[config.mk]
export PLATFORM = sky130hd
export DESIGN_NAME = sparse_read_arbiter
export DESIGN_NICKNAME = d
export VERILOG_FILES = /design/src/rtl/sparse_read_arbiter.sv
export SDC_FILE = /design/constraint.sdc
export NUM_CORES = 1
export LEC_CHECK = 0
export BUFFER_PORTS_ARGS = -buffer_cell sky130_fd_sc_hd__buf_4
export CAP_MARGIN = 10
export CORE_MARGIN = 2
export CORE_UTILIZATION = 40
export DETAILED_ROUTE_END_ITERATION = 10
export SLEW_MARGIN = 0
export SYNTH_ARGS = -nofsm -noshare
export SYNTH_HDL_FRONTEND = slang
export SYNTH_SLANG_ARGS = --single-unit
[constraint.sdc]
create_clock -name clk -period 3.1 [get_ports clk]
set_input_delay 0.775 -clock clk [delete_from_list [all_inputs] [get_ports clk]]
set_output_delay 0.775 -clock clk [all_outputs]
set_load 0.02 [all_outputs]
[src/rtl/sparse_read_arbiter.sv]
// Shares the sparse refill buffer read port between NUM_REQ miss requesters using in-order tickets.
// Optional per-requester wait watchdog: define SPARSE_ARB_TIMEOUT_EN.
module sparse_read_arbiter #(
    parameter int NUM_REQ     = 4,
    parameter int DEPTH       = 8,
    parameter int PTR_W       = 3,
    parameter int DATA_W      = 8,
    parameter int TIMEOUT_CYC = 255
) (
    input  logic                clk,
    input  logic                rst,
    input  logic [NUM_REQ-1:0]  alloc_valid,
    output logic [NUM_REQ-1:0]  alloc_ready,
    output logic [NUM_REQ-1:0]  req_busy,
    input  logic [DEPTH-1:0]    buf_valid,
    output logic                buf_read_valid,
    output logic [PTR_W-1:0]    buf_read_ptr,
    input  logic                buf_read_enable,
    input  logic [DATA_W-1:0]   buf_read_data,
    output logic [NUM_REQ-1:0]  rsp_valid,
    output logic [DATA_W-1:0]   rsp_data
`ifdef SPARSE_ARB_TIMEOUT_EN
    ,
    output logic [NUM_REQ-1:0]  timeout_err
`endif
);

    localparam int RR_W  = $clog2(NUM_REQ);
    localparam int OUT_W = PTR_W + 1;

    typedef enum logic { REQ_IDLE, REQ_WAIT } req_state_e;
    typedef enum logic { ARB_IDLE, ARB_ISSUE } arb_state_e;

    req_state_e         req_state_q [NUM_REQ];
    req_state_e         req_state_d [NUM_REQ];
    logic [PTR_W-1:0]   tag_q [NUM_REQ];
    logic [PTR_W-1:0]   tag_d [NUM_REQ];
    arb_state_e         arb_state_q, arb_state_d;
    logic [RR_W-1:0]    rr_ptr_q, rr_ptr_d;
    logic [RR_W-1:0]    winner_q, winner_d;
    logic [PTR_W-1:0]   alloc_ptr_q, alloc_ptr_d;
    logic [PTR_W-1:0]   read_ptr_q, read_ptr_d;
    logic [OUT_W-1:0]   outstanding_q, outstanding_d;
    logic               read_valid_q, read_valid_d;

    logic [NUM_REQ-1:0] eligible_s;
    logic [NUM_REQ-1:0] alloc_grant_s;
    logic               alloc_any_s;
    logic               handshake_s;
    logic [RR_W-1:0]    pick_s;
    logic               pick_found_s;

    // Eligibility, ticket allocation and the round-robin pick
    always_comb begin
        alloc_grant_s = '0;
        pick_s        = rr_ptr_q;
        pick_found_s  = 1'b0;
        for (int i = 0; i < NUM_REQ; i++) begin
            eligible_s[i] = (req_state_q[i] == REQ_WAIT) && buf_valid[tag_q[i]];
        end
        // One slot is kept free so the count mirrors the buffer's own full rule
        if (!rst && (outstanding_q < OUT_W'(DEPTH - 1))) begin
            for (int i = 0; i < NUM_REQ; i++) begin
                if (alloc_valid[i] && (req_state_q[i] == REQ_IDLE) && (alloc_grant_s == '0)) begin
                    alloc_grant_s[i] = 1'b1;
                end else begin
                    alloc_grant_s[i] = alloc_grant_s[i];
                end
            end
        end else begin
            alloc_grant_s = '0;
        end
        for (int k = 0; k < NUM_REQ; k++) begin
            if (!pick_found_s && eligible_s[(int'(rr_ptr_q) + k) % NUM_REQ]) begin
                pick_s       = RR_W'((int'(rr_ptr_q) + k) % NUM_REQ);
                pick_found_s = 1'b1;
            end else begin
                pick_s       = pick_s;
            end
        end
    end

    assign alloc_any_s = |alloc_grant_s;
    assign alloc_ready = alloc_grant_s;
    assign handshake_s = read_valid_q && buf_read_enable;

    // Data return is a same-cycle pass-through of the buffer's combinational read data
    always_comb begin
        for (int i = 0; i < NUM_REQ; i++) begin
            rsp_valid[i] = handshake_s && (winner_q == RR_W'(i));
            req_busy[i]  = (req_state_q[i] != REQ_IDLE);
        end
        if (handshake_s) begin
            rsp_data = buf_read_data;
        end else begin
            rsp_data = '0;
        end
    end

    // Next-state for requesters, counters and the arbiter
    always_comb begin
        req_state_d   = req_state_q;
        tag_d         = tag_q;
        arb_state_d   = arb_state_q;
        rr_ptr_d      = rr_ptr_q;
        winner_d      = winner_q;
        read_ptr_d    = read_ptr_q;
        read_valid_d  = read_valid_q;
        alloc_ptr_d   = alloc_ptr_q;
        outstanding_d = outstanding_q;

        for (int i = 0; i < NUM_REQ; i++) begin
            if (alloc_grant_s[i]) begin
                req_state_d[i] = REQ_WAIT;
                tag_d[i]       = alloc_ptr_q;
            end else if (handshake_s && (winner_q == RR_W'(i))) begin
                req_state_d[i] = REQ_IDLE;
            end else begin
                req_state_d[i] = req_state_q[i];
            end
        end

        if (alloc_any_s) begin
            alloc_ptr_d = (alloc_ptr_q == PTR_W'(DEPTH - 1)) ? '0 : alloc_ptr_q + PTR_W'(1);
        end else begin
            alloc_ptr_d = alloc_ptr_q;
        end

        case ({alloc_any_s, handshake_s})
            2'b10:   outstanding_d = outstanding_q + OUT_W'(1);
            2'b01:   outstanding_d = outstanding_q - OUT_W'(1);
            default: outstanding_d = outstanding_q;
        endcase

        case (arb_state_q)
            ARB_IDLE: begin
                if (pick_found_s) begin
                    arb_state_d  = ARB_ISSUE;
                    winner_d     = pick_s;
                    read_ptr_d   = tag_q[pick_s];
                    read_valid_d = 1'b1;
                end else begin
                    arb_state_d  = ARB_IDLE;
                end
            end
            ARB_ISSUE: begin
                if (handshake_s) begin
                    arb_state_d  = ARB_IDLE;
                    read_ptr_d   = '0;
                    read_valid_d = 1'b0;
                    rr_ptr_d     = (winner_q == RR_W'(NUM_REQ - 1)) ? '0 : winner_q + RR_W'(1);
                end else begin
                    arb_state_d  = ARB_ISSUE;
                end
            end
            default: begin
                arb_state_d  = ARB_IDLE;
                read_ptr_d   = '0;
                read_valid_d = 1'b0;
            end
        endcase
    end

    // State registers
    always_ff @(posedge clk) begin
        if (rst) begin
            for (int i = 0; i < NUM_REQ; i++) begin
                req_state_q[i] <= REQ_IDLE;
                tag_q[i]       <= '0;
            end
            arb_state_q   <= ARB_IDLE;
            rr_ptr_q      <= '0;
            winner_q      <= '0;
            read_ptr_q    <= '0;
            read_valid_q  <= 1'b0;
            alloc_ptr_q   <= '0;
            outstanding_q <= '0;
        end else begin
            req_state_q   <= req_state_d;
            tag_q         <= tag_d;
            arb_state_q   <= arb_state_d;
            rr_ptr_q      <= rr_ptr_d;
            winner_q      <= winner_d;
            read_ptr_q    <= read_ptr_d;
            read_valid_q  <= read_valid_d;
            alloc_ptr_q   <= alloc_ptr_d;
            outstanding_q <= outstanding_d;
        end
    end

    assign buf_read_valid = read_valid_q;
    assign buf_read_ptr   = read_ptr_q;

`ifdef SPARSE_ARB_TIMEOUT_EN
    logic [7:0]         wait_cnt_q [NUM_REQ];
    logic [7:0]         wait_cnt_d [NUM_REQ];
    logic [NUM_REQ-1:0] timeout_err_q, timeout_err_d;

    // Wait counter equals the 0-based cycle index within WAIT; the flag appears when it hits TIMEOUT_CYC
    always_comb begin
        for (int i = 0; i < NUM_REQ; i++) begin
            if (alloc_grant_s[i]) begin
                wait_cnt_d[i] = 8'd0;
            end else if ((req_state_q[i] == REQ_WAIT) && (wait_cnt_q[i] != 8'hFF)) begin
                wait_cnt_d[i] = wait_cnt_q[i] + 8'd1;
            end else begin
                wait_cnt_d[i] = wait_cnt_q[i];
            end
            timeout_err_d[i] = timeout_err_q[i] ||
                               ((req_state_q[i] == REQ_WAIT) && (wait_cnt_q[i] == 8'(TIMEOUT_CYC - 1)));
        end
    end

    // Watchdog registers
    always_ff @(posedge clk) begin
        if (rst) begin
            for (int i = 0; i < NUM_REQ; i++) begin
                wait_cnt_q[i] <= 8'd0;
            end
            timeout_err_q <= '0;
        end else begin
            wait_cnt_q    <= wait_cnt_d;
            timeout_err_q <= timeout_err_d;
        end
    end

    assign timeout_err = timeout_err_q;
`endif

endmodule
# After elaboration in Yosys (flattened, before gate mapping)
# Index checks and enable logic that the tools add are counted.
[totals]
input_bits = 23
word_cells = 147
regBits = 32
[op_classes]
n_lt_le_gt_ge = 10
n_eq_ne = 8
reduce_logical = 39
muxes = 58
n_bitwise = 10
addsub = 7
[ops]
columns = ["operator", "count"]
rows = [
  ["$mux W1", 34],
  ["$lt A3 B4 Y1 const B", 7],
  ["$logic_and A1 B1 Y1", 20],
  ["$mux W3", 5],
  ["$bmux W1 S3", 4],
  ["$reduce_bool A2 Y1", 5],
  ["$bmux W1 S2", 4],
  ["$mux W2", 4],
  ["$mux W8", 1],
  ["$pmux W4 S2", 1],
  ["$bmux W3 S2", 1],
  ["$eq A2 B2 Y1 const B", 3],
  ["$not A1 Y1", 6],
  ["$pmux W3 S2", 1],
  ["$reduce_and A2 Y1", 3],
  ["$reduce_or A2 Y1", 3],
  ["$add A2 B1 Y2 const B", 2],
  ["$add A2 B2 Y2 const B", 2],
  ["$add A4 B1 Y4 const B", 1],
  ["$eq A2 B1 Y1 const B", 2],
  ["$logic_not A1 Y1", 4],
  ["$logic_not A2 Y1", 2],
  ["$lt A4 B3 Y1 const B", 1],
  ["$mux W4", 1],
  ["other kinds (12)", 15],
]

# Logic depth before layout (Yosys ltp)
[logic_depth]
ltp_word = 21
depth_mapped = 10

# Worst setup path after synthesis
# No wires, ideal clock.
[synth_timing]
path_type = "input to register"
startpoint = "input port alloc_valid[0]"
endpoint = "register outstanding_q[3]"
path_slack_ps = 276
path_stages = 9
arrival_time_ps = 2753
t_required_ps = 3029
setup_time_ps = 71
cell_sequence = "nor2b_1 > o31ai_1 > ha_1 > ha_1 > a21o_1 > a21oi_1 > xnor2_1 > or3_1 > a21oi_1"
[synth_via]
elab_chain_cells = 18
word_cells_on_any_way = 20
cone_classes = "2 x eq/ne; 9 x mux; 1 x bitwise; 8 x reduce/logical"
[synth_lines]
columns = ["element", "line", "rtl"]
rows = [
  ["start: declaration", "12", "input logic [NUM_REQ-1:0] alloc_valid,"],
  ["$logic_and A1 B1 Y1 (*)", "64", "if (alloc_valid[i] && (req_state_q[i] == REQ_IDLE) && (alloc_grant_s == '0)) begin"],
  ["$mux W1 (*)", "64", ""],
  ["$mux W1 (*)", "62", "if (!rst && (outstanding_q < OUT_W'(DEPTH - 1))) begin"],
  ["$not A1 Y1", "64", ""],
  ["$logic_and A1 B1 Y1", "64", ""],
  ["$mux W1", "64", ""],
  ["$mux W1", "62", ""],
  ["$logic_not A2 Y1", "64", ""],
  ["[2 not listed]", "--", ""],
  ["$mux W1", "62", ""],
  ["$logic_not A3 Y1", "64", ""],
  ["$logic_and A1 B1 Y1", "64", ""],
  ["$mux W1", "64", ""],
  ["$mux W4 (*)", "62", ""],
  ["$reduce_or A4 Y1 (*)", "83", "assign alloc_any_s = |alloc_grant_s;"],
  ["$eq A2 B1 Y1 / $eq A2 B2 Y1 (equally long branches)", "129", "case ({alloc_any_s, handshake_s})"],
  ["$pmux W4 S2 / $reduce_bool A2 Y1 (equally long branches)", "--", ""],
  ["end signal: assignment", "187", "outstanding_q <= outstanding_d;"],
  ["end: declaration", "43", "logic [OUT_W-1:0] outstanding_q, outstanding_d;"],
]
# Every way passes the cells marked *; elsewhere a longest branch is shown, timed or not. The select of a mux whose other input is x is not followed.
# A chain may end at the register's enable or synchronous reset.

# Worst setup path in the final report
[layout_timing]
startpoint = "input port rst"
endpoint = "output port alloc_ready[2]"
[layout_via]
elab_chain_cells = 3
[layout_lines]
columns = ["element", "line", "rtl"]
rows = [
  ["start: declaration", "11", "input logic rst,"],
  ["$logic_not A1 Y1", "62", ""],
  ["$logic_and A1 B1 Y1", "62", ""],
  ["$mux W4", "62", ""],
  ["end: declaration", "13", "output logic [NUM_REQ-1:0] alloc_ready,"],
]
# Every way passes these cells.

==> metrics.cfg <==
[status]
status=finished clean

[floorplanning]
core_area_um2=4690
die_h_um=73.7
die_area_um2=5430
start_util_pct=41.4
ioPinCount=47
rows=25
fp.dieW_um=73.7

[yosys]
synth.distinct_cells=43
netlist_area_um2=1940
synthesis.nets=257
synth_seq_cells=32
syn_avg_cell_area_um2=8.68
synth-edff-count=0
yosys_warnings=0
synth_cells=224
synthArstFlopShare_pct=0
synth_seq_area_share_pct=32.9
synth_flop_cell=dfxtp_1

[drt]
via_per_inst=5.30
routed_wirelength_um=4700
drtAntennaViolNets=0
drt_iter0_markers=62
drc=0
vias=1755
routedWlPerCell_um=14.2
drt-pass1-iter-count=4

[worst_setup_path]
cp-end-kind=output port
r2r_start=outstanding_q[1]
path_buf_inv=3
critPathRequiredTime_ns=2.32
start_kind=input port
r2r_slack_ns=0.71
crit_type=input port to output port
reg2reg_depth=9
cp_slowest_stage_delay_ns=0.40
crit_family=simple AND/OR/NAND/NOR gates
r2r_end=outstanding_q[3]
crit_fanout=4
cp_cell_sequence=buf_4, a311oi_1, nand2b_1, or3_1, inv_1, buf_4
crit_arrival_ns=2.07
critPathSlowestCell=or3_1
cp_num_cells=6
crit_top_cell=buf_4

[timing]
final_hold_viol_count=0
worst_slew_pin_slew_ns=0.420
slew_headroom_pct=71.7
slew_violations=0
fmax_mhz=352
setup_viol=0
timing.final.crit_share_pct=91.6
holdWs_ns=0.465
skew_ns=0.00738
grt_setup_unrepaired=false
min_period_ns=2.84
fin_tns_setup_ns=0

[cts]
clk_path_buf_depth=2
clkTransAtPathRegs_ns=0.07
cts_tree=done
clock-sinks=32
hold_buffers=0
clkLatencyLatePin_ns=0.29
cts_resized=0
htree_levels=2
clockRootBuffer=clkbuf_8
cts_setup_buffers=0
cts_inserted_buffers=5

[finish]
areaGrowthSynthToFinish_pct=26.7
fin_cells=331
nets=309
drive_above_1_share_pct=28.2
diodes=0

[power]
power_mw=0.980
peakVddDrop_mv=0.231
p_per_area_nw_per_um2=398
leakage_nw=1.10

[placed_design]
dp_hpwl_um=3620
gp_congestion=0.813
numPortBuffers=46
post-place-cells=323

[min_path]
hold_class=flip-flop to flip-flop
hold_path_depth=2
hold-path-endpoint=buf_read_ptr[1]
min_from=buf_read_ptr[1]

[global_routing]
grt_use_total_pct=18.4
grt_antenna_before_repair=0
grt_remaining_overflow=0
grt_pass1_vias=1530
grt_pass1_wl_um=7660
grt_start_max_net_pins=32

[run]
maxCapViolCount=0

## worst reg2reg max path: cells and delay by family (launching register included)
kind / cells / cell delay (ns)
AOI/OAI and AO/OA: 5 / 1.04
adders and majority gates: 2 / 0.55
and+or+nand+nor: 1 / 0.30
xor gates and xnor gates: 1 / 0.09
DFF: 1 / 0.34
## cells in the mapped netlist (2+ instances only)
library cell   n  area (um2)
a21oi_1       24         120
and3_1        12        75.1
clkbuf_1       6        22.5
dfxtp_1       32         641
ha_1           9         113
inv_1         13        48.8
mux2_2         5        56.3
mux2i_1       12         120
mux4_2         5         113
nand2_1       30         113
nand2b_1      10        62.6
nand3_1        2        10.0
nor2_1        15        56.3
nor2b_1        5        31.3
nor3_1         5        25.0
o21ai_0        3        15.0
o21ai_1        2        10.0
o221ai_1       3        26.3
o22ai_2        2        25.0
o31ai_1        3        22.5
or3_1          3        18.8
xor2_1         2        17.5
## placed cells by master (no fill, tap or decap), types with 5 or more instances in the layout
cell type | synthesis | routed
mux2i_1 | 12 | 12
mux2_2 | 5 | 5
inv_1 | 13 | 13
mux4_2 | 5 | 5
nor2_1 | 15 | 15
nand2b_1 | 10 | 10
nor3_1 | 5 | 5
nor2b_1 | 5 | 5
dfxtp_1 | 32 | 32
nand2_1 | 30 | 30
ha_1 | 9 | 9
buf_4 | 0 | 52
a21oi_1 | 24 | 24
and3_1 | 12 | 12
clkbuf_8 | 0 | 5
## power by group
group | switching [mW] | leakage [nW] | total [mW] | internal, mW
Clock | 0.168 | 0.0479 | 0.324 | 0.156
Sequential | 0.0252 | 0.260 | 0.455 | 0.430
Combinational | 0.104 | 0.790 | 0.200 | 0.0960
Total | 0.297 | 1.10 | 0.980 | 0.682
## cell type report
| type | instances | area (um2) |
|---|---|---|
| Fill cell | 477 | 2230 |
| Multi-Input combinational cell | 172 | 1230 |
| Sequential cell | 32 | 641 |
| Timing Repair Buffer | 52 | 390 |
| Clock buffer | 5 | 68.8 |
| Tap cell | 54 | 67.6 |
| Inverter | 13 | 48.8 |
| Clock inverter | 3 | 18.8 |
## per-stage QoR
stage	cell area (um2)	utilization, %	worst slack (ns)
2_1_floorplan	1940	-	0.276
3_3_place_gp	2380	50.6	0.259
3_5_place_dp	2380	50.6	0.202
5_1_grt	2460	52.5	0.142
6_report	2460	52.5	0.260
4_1_cts	2460	52.5	0.246
## layer usage
metal,GRT usage (%),up-vias,part of all wire [%],routed length (um)
met2,27.1,23,46,2170
li1,-,907,-,-
met3,3.70,4,2.8,130
met1,27.3,821,50,2370
met4,4.85,0,0.62,29
met5,0,-,0,0
## how the worst max path moves through the flow
stage,from,endpoint,slack [ns]
after floorplan,alloc_valid[0],outstanding_q[3],0.28
after global placement,rst,outstanding_q[3],0.26
after detailed placement,rst,outstanding_q[3],0.20
after CTS,rst,alloc_ready[2],0.25
after global routing,rst,alloc_ready[2],0.14
final,rst,alloc_ready[2],0.26
## registers in the layout, indices dropped and copies added, names as in the netlist
| register | cells |
|---|---|
| outstanding_q | 4 |
| rr_ptr_q | 2 |
| req_busy | 4 |
| tag_q | 12 |
| buf_read_ptr | 3 |
| alloc_ptr_q | 3 |
| winner_q | 2 |
| buf_read_valid | 1 |
| arb_state_q | 1 |
## kinds of logic (layout without fill, tap and decap cells)
group | count (synthesis) | in the layout | synth area share (%)
and+or+nand+nor | 88 | 88 | 22.7
AOI/OAI and AO/OA | 48 | 48 | 16.9
DFF | 32 | 32 | 32.9
muxes | 23 | 23 | 15.4
buffers and inverters | 20 | 73 | 3.86
adders and majority gates | 10 | 10 | 6.82
xor gates and xnor gates | 3 | 3 | 1.35
No activity file was read; power rests on OpenSTA's default activity.
